--- src/rtl/updown_sweep_ctrl_if.sv ---
// Host-side control and status bundle for updown_sweep_ctrl.
// The host FSM drives the master side; the sweep controller is the slave side.
interface updown_sweep_ctrl_if #(
   parameter int unsigned WIDTH = 4,
   parameter int unsigned CYC_W = 4
);

   // Host requests and run configuration
   logic             start;
   logic             abort;
   logic             hold;
   logic [WIDTH-1:0] lo;
   logic [WIDTH-1:0] hi;
   logic [CYC_W-1:0] cycles;

   // Controller status
   logic [WIDTH-1:0] count;
   logic             mode;
   logic             busy;
   logic             done;
   logic             err;

   modport master (
      output start, abort, hold, lo, hi, cycles,
      input  count, mode, busy, done, err
   );

   modport slave (
      input  start, abort, hold, lo, hi, cycles,
      output count, mode, busy, done, err
   );

endinterface

--- src/rtl/updown_sweep_ctrl.sv ---
// Triangle-sweep sequencer: ramps count from lo up to hi and back down to lo
// for a programmed number of round trips, then pulses done for one cycle.
// Bounds and round-trip count are latched at start and held for the whole run.
module updown_sweep_ctrl #(
   parameter int unsigned WIDTH = 4,
   parameter int unsigned CYC_W = 4
) (
   input  logic                clk,
   input  logic                rst,
   updown_sweep_ctrl_if.slave  bus
);

   typedef enum logic [1:0] {
      StIdle,
      StUp,
      StDown,
      StDone
   } state_e;

   localparam logic [CYC_W-1:0] RemOne = CYC_W'(1);

   state_e           state_q, state_d;
   logic [WIDTH-1:0] count_q, count_d;
   logic [WIDTH-1:0] lo_q, lo_d;
   logic [WIDTH-1:0] hi_q, hi_d;
   logic [CYC_W-1:0] rem_q, rem_d;
   logic             mode_q, mode_d;
   logic             err_q, err_d;

   logic [WIDTH-1:0] count_inc;
   logic [WIDTH-1:0] count_dec;
   logic             cfg_ok;

   assign count_inc = count_q + 1'b1;
   assign count_dec = count_q - 1'b1;
   assign cfg_ok    = (bus.lo < bus.hi) && (bus.cycles != '0);

   // Next-state and next-output computation for the sweep sequencer
   always_comb begin
      state_d = state_q;
      count_d = count_q;
      mode_d  = mode_q;
      lo_d    = lo_q;
      hi_d    = hi_q;
      rem_d   = rem_q;
      err_d   = 1'b0;

      unique case (state_q)
         StIdle: begin
            // abort in the same cycle suppresses the start entirely
            if (bus.start && !bus.abort) begin
               if (cfg_ok) begin
                  lo_d    = bus.lo;
                  hi_d    = bus.hi;
                  rem_d   = bus.cycles;
                  count_d = bus.lo;
                  mode_d  = 1'b1;
                  state_d = StUp;
               end else begin
                  err_d = 1'b1;
               end
            end
         end

         StUp: begin
            if (bus.abort) begin
               state_d = StIdle;
            end else if (!bus.hold) begin
               count_d = count_inc;
               // Peak value is shown while already in DOWN
               if (count_inc == hi_q) begin
                  mode_d  = 1'b0;
                  state_d = StDown;
               end
            end
         end

         StDown: begin
            if (bus.abort) begin
               state_d = StIdle;
            end else if (!bus.hold) begin
               if (count_q == lo_q) begin
                  // Only reachable on the final trough: it has been shown
                  // for one cycle, so finish without moving the count.
                  state_d = StDone;
               end else begin
                  count_d = count_dec;
                  if (count_dec == lo_q) begin
                     rem_d  = rem_q - 1'b1;
                     mode_d = 1'b1;
                     // Intermediate troughs are shown while already in UP
                     if (rem_q != RemOne) begin
                        state_d = StUp;
                     end
                  end
               end
            end
         end

         StDone: begin
            // done is visible for exactly this cycle; start/hold are ignored
            state_d = StIdle;
         end

         default: begin
            state_d = StIdle;
         end
      endcase
   end

   // State and registered outputs, asynchronously cleared by rst
   always_ff @(posedge clk or posedge rst) begin
      if (rst) begin
         state_q <= StIdle;
         count_q <= '0;
         mode_q  <= 1'b1;
         lo_q    <= '0;
         hi_q    <= '0;
         rem_q   <= '0;
         err_q   <= 1'b0;
      end else begin
         state_q <= state_d;
         count_q <= count_d;
         mode_q  <= mode_d;
         lo_q    <= lo_d;
         hi_q    <= hi_d;
         rem_q   <= rem_d;
         err_q   <= err_d;
      end
   end

   // Status decoded directly from registers
   assign bus.count = count_q;
   assign bus.mode  = mode_q;
   assign bus.busy  = (state_q == StUp) || (state_q == StDown);
   assign bus.done  = (state_q == StDone);
   assign bus.err   = err_q;

endmodule
--- src/flat_wrapper.sv ---
// flat-port wrapper written by rule: the top's interface ports become plain ports
module updown_sweep_ctrl_flat 
#(
   parameter int unsigned WIDTH = 4,
   parameter int unsigned CYC_W = 4
)
  (clk, rst, bus_start, bus_abort, bus_hold, bus_lo, bus_hi, bus_cycles, bus_count, bus_mode, bus_busy, bus_done, bus_err);
  updown_sweep_ctrl_if #(.WIDTH(WIDTH), .CYC_W(CYC_W)) bus_i ();
  input  logic clk;
  input  logic rst;
  input wire logic [$bits(bus_i.start)-1:0] bus_start;
  input wire logic [$bits(bus_i.abort)-1:0] bus_abort;
  input wire logic [$bits(bus_i.hold)-1:0] bus_hold;
  input wire logic [$bits(bus_i.lo)-1:0] bus_lo;
  input wire logic [$bits(bus_i.hi)-1:0] bus_hi;
  input wire logic [$bits(bus_i.cycles)-1:0] bus_cycles;
  output wire logic [$bits(bus_i.count)-1:0] bus_count;
  output wire logic [$bits(bus_i.mode)-1:0] bus_mode;
  output wire logic [$bits(bus_i.busy)-1:0] bus_busy;
  output wire logic [$bits(bus_i.done)-1:0] bus_done;
  output wire logic [$bits(bus_i.err)-1:0] bus_err;
  assign bus_i.start = bus_start;
  assign bus_i.abort = bus_abort;
  assign bus_i.hold = bus_hold;
  assign bus_i.lo = bus_lo;
  assign bus_i.hi = bus_hi;
  assign bus_i.cycles = bus_cycles;
  assign bus_count = bus_i.count;
  assign bus_mode = bus_i.mode;
  assign bus_busy = bus_i.busy;
  assign bus_done = bus_i.done;
  assign bus_err = bus_i.err;
  updown_sweep_ctrl #(.WIDTH(WIDTH), .CYC_W(CYC_W)) u_core (.clk(clk), .rst(rst), .bus(bus_i));
endmodule
--- config.mk ---
export PLATFORM = sky130hd
export DESIGN_NAME = updown_sweep_ctrl_flat
export DESIGN_NICKNAME = d
export VERILOG_FILES = /design/src/rtl/updown_sweep_ctrl_if.sv /design/src/rtl/updown_sweep_ctrl.sv /design/src/flat_wrapper.sv
export SDC_FILE = /design/constraint.sdc
export NUM_CORES = 1
export LEC_CHECK = 0
export BUFFER_PORTS_ARGS = -buffer_cell sky130_fd_sc_hd__buf_2
export CAP_MARGIN = 20
export CORE_MARGIN = 2
export CORE_UTILIZATION = 45
export DETAILED_ROUTE_END_ITERATION = 8
export PLACE_DENSITY = 0.66
export SYNTH_ARGS = -nofsm -noshare
export SYNTH_HDL_FRONTEND = slang
export SYNTH_SLANG_ARGS = --single-unit
--- constraint.sdc ---
create_clock -name clk -period 2.9 [get_ports clk]
set_input_delay 0.29 -clock clk [delete_from_list [all_inputs] [get_ports clk]]
set_output_delay 0.29 -clock clk [all_outputs]
set_load 0.1 [all_outputs]
==> impl_summary.log <==
[metrics] post-synthesis instance total: 181
[metrics] area share of the largest cell type after synthesis: 30.3%
[metrics] uppermost metal layer occupied by signal nets: met4
[metrics] crit path launch: u_core.bus.count[0]
[metrics] routability congestion estimate from global placement: 0.855
[metrics] static leakage power: 0.785 nW
[metrics] top cells by instance count after synthesis: sky130_fd_sc_hd__dfrtp_1 (19), sky130_fd_sc_hd__nand2_1 (16), sky130_fd_sc_hd__nor2_1 (15)
[metrics] clock insertion delay at the later pin of the skew report: 0.32 ns
[metrics] GR Util All Layers: 20.0%
[metrics] Max FO, Critical Path: 12
[metrics] Post-Route Skew: 0.00547 ns
[metrics] Total Nets Final: 230
[metrics] wire length of the first global-routing pass: 6.30 mm
[metrics] biggest area contributors in the synthesized netlist: sky130_fd_sc_hd__dfrtp_1 (30%), sky130_fd_sc_hd__ha_1 (8.8%), sky130_fd_sc_hd__xnor2_1 (5.0%), sky130_fd_sc_hd__o21ai_0 (3.8%), sky130_fd_sc_hd__nand2_1 (3.8%)
[metrics] max-cap check violation count: 0
[metrics] Detailed Routing Iterations Pass 1: 4
[metrics] critical path's largest stage delay: 0.51 ns
[metrics] Yosys cell types: 45
[metrics] unrepaired setup endpoints after global routing: no
[metrics] cell with the most instances on the worst path: sky130_fd_sc_hd__or3_4
[metrics] Tightest Pin Transition: 0.784 ns
[metrics] violation count after the first detailed-routing iteration: 75
[metrics] initial standard-cell utilization of the core: 47.0%
[metrics] largest net degree at the start of global routing: 21
[metrics] overflow left after global routing: 0
[metrics] TritonCTS clock tree: done
[metrics] post-synthesis register bit count: 20
[metrics] sum of buffers and inverters on the critical path: 1
[metrics] highest ir drop seen on vdd: 0.000372 V
[metrics] setup violation total in the final timing report: 0
[metrics] die area: 3970 µm²
[metrics] routed metal-1 wire length: 1.66 mm
[metrics] post-synthesis to final-layout area growth: 11.3%
[metrics] number of buffers created by CTS: 3
[metrics] final core occ: 52.3%
[metrics] antenna violations before repair: 0
[metrics] f_max: 406 MHz
[metrics] Hold Vio Cnt, Final: 0
[metrics] type of the most critical hold path: in2async
[metrics] average via count per standard cell: 5.58
[metrics] Yosys warnings: 0
[metrics] critical-path cell with the highest stage delay: sky130_fd_sc_hd__dfrtp_2
[metrics] DRC viols: 0
[metrics] routed length per placed instance: 14.5 µm
[metrics] syn nets: 209
[metrics] Detailed Route WL: 3.58 mm
[metrics] share of post-route cells with drive strength above 1: 20.9%
[metrics] worst endpoint required time: 3.17 ns
[metrics] largest delay contributor family on the critical path: simple AND/OR/NAND/NOR gates
[metrics] filler instances: 350
[metrics] clock sinks: 20
[metrics] crit share post-route: 85.0%
[metrics] Bufs on Longest Clock Path: 2
[metrics] Placeable Area: 3340 µm²
[metrics] die extent in y: 63.0 µm
[metrics] outcome: complete, no violations
[metrics] shortest period the worst path allows: 2.46 ns
[metrics] width of the die: 63.0 µm
[metrics] number of buffers added on ports: 24
[metrics] share of synthesized registers carrying an async set or reset: 100%
[metrics] cell area power density: 1290 nW/µm²
[metrics] total via count in the routed design: 1379
[metrics] Max Slew Vio Count: 0
[metrics] startpoint types: register
[metrics] Post-CTS Hold Buffers: 0
[metrics] number of antenna repair diodes: 0
[metrics] number of core rows: 21
[metrics] clock-pin transition on the worst setup and hold timing paths: 0.13 ns
[metrics] portion of the post-synthesis area used by sequential elements: 32.0%
[metrics] post-synthesis cell area: 1570 µm²
[metrics] count of nets left with antenna violations after detail routing: 0
[metrics] CP cell instances: inv_1, ha_1, xnor2_1, or3_4, or3_4, or4_1, nand3_1
[metrics] top flip-flop cell by instance count after synthesis: sky130_fd_sc_hd__dfrtp_1
[metrics] worst rel slew slack: 47.7%
[metrics] H-Tree Depth: 1
[metrics] via count of the first global-routing pass: 1313
[metrics] number of enable flip-flop cells after synthesis: 0
[metrics] Setup CP Type: reg2reg
[metrics] count of pins on the block boundary: 25
[metrics] cell type with the highest aggregate area in the netlist: sky130_fd_sc_hd__dfrtp_1
[metrics] clock tree root driver cell: sky130_fd_sc_hd__clkbuf_4
[metrics] amount of wire on met3 after detailed routing: 171 µm
[metrics] data arrival time of the critical path: 2.73 ns
[metrics] Total Negative Setup Slacks: 0 ns
[metrics] total setup buffers inserted after CTS: 0
[metrics] post-cts gate resize count: 0
[metrics] post-synthesis area per instance: 8.66 µm²
[metrics] most instantiated library cell after synthesis: sky130_fd_sc_hd__dfrtp_1
[metrics] hpwl dp: 2.74 mm
[metrics] launching point of the worst reg2reg path: u_core.bus.count[0]
[metrics] met2 wire len: 1.69 mm
[metrics] Worst setup EP type: register
-- power by group --
part / internal (mW) / switching, mW / leakage, nW
logic: 0.552 / 0.965 / 0.532
clock network: 0.0539 / 0.100 / 0.0150
registers: 0.409 / 0.165 / 0.238
total: 1.01 / 1.23 / 0.785
-- worst paths after layout --
kind / to / slack [ns] / cells after the start
setup / recovery: u_core.rem_q[2] / 0.44 / 7
hold / removal: u_core.bus.err / 0.09 / 2
setup reg to reg: u_core.rem_q[2] / 0.44 / 7
hold reg to reg: u_core.bus.mode / 0.48 / 2
max in group asynchronous: u_core.bus.count[0] / 2.27 / 2
min in group clk: u_core.hi_q[0] / 0.22 / 2
-- sequential cells by signal, summed over array words and instances (netlist names) --
| signal | cells |
|---|---|
| u_core.state_q | 2 |
| u_core.bus.count | 4 |
| u_core.bus.err | 1 |
| u_core.bus.mode | 1 |
| u_core.rem_q | 4 |
| u_core.lo_q | 4 |
| u_core.hi_q | 4 |
-- placed cells by master (no fill, tap or decap), drive strengths merged, types with 3 or more instances in the layout --
cell,Yosys,layout
a211oi,3,3
a21oi,9,9
a31oi,3,3
buf,5,27
clkbuf,6,4
dfrtp,19,19
ha,11,11
inv,14,14
mux2,5,5
nand2,16,16
nand3,6,6
nor2,15,15
nor3,5,5
o211ai,3,3
o21a,4,4
o21ai,12,12
o31ai,3,3
xnor2,9,9
-- cells by family after synthesis --
logic type      count (synthesis)  synth area share, %
xor+xnor                       13                 9.10
simple gates                   56                 17.8
compound gates                 49                 20.8
mux                             7                 4.87
buf+inv                        25                 6.62
flops                          20                 32.0
fa+ha+maj                      11                 8.78
-- stage by stage --
stage                     setup slack, ns  total power, mW  hold slack [ns]  cells  area [µm²]
after floorplan                    0.0471             1.83            0.253    181        1570
after global routing                0.274             2.42            0.171    247        1750
final                               0.436             2.24           0.0862    247        1750
after detailed placement            0.452             2.09            0.471    243        1720
after global placement              0.514             2.06            0.472    243        1720
after CTS                           0.423             2.24            0.130    247        1750
-- layer usage --
metal	GRT usage (%)	up-vias
met5	0	-
met4	7.22	0
met3	3.24	6
met2	31.3	41
met1	28.0	649
li1	-	683
-- worst reg2reg max path, delay by kind of cell, from the launching register on --
family | cells | cell delay (ns)
xor gates and xnor gates | 1 | 0.17
buffers and inverters | 1 | 0.08
adders and majority gates | 1 | 0.36
DFF | 1 | 0.51
and+or+nand+nor | 4 | 1.30
-- cell type report --
cell class | count | area (µm²) | area share (%)
clock buffer | 4 | 26.3 | 1.51
tap | 46 | 57.6 | 3.30
timing repair buffer | 27 | 143 | 8.17
inverter | 14 | 52.6 | 3.01
multi-input combinational | 136 | 962 | 55.1
sequential | 20 | 504 | 28.9
No activity file was read; power rests on OpenSTA's default activity.
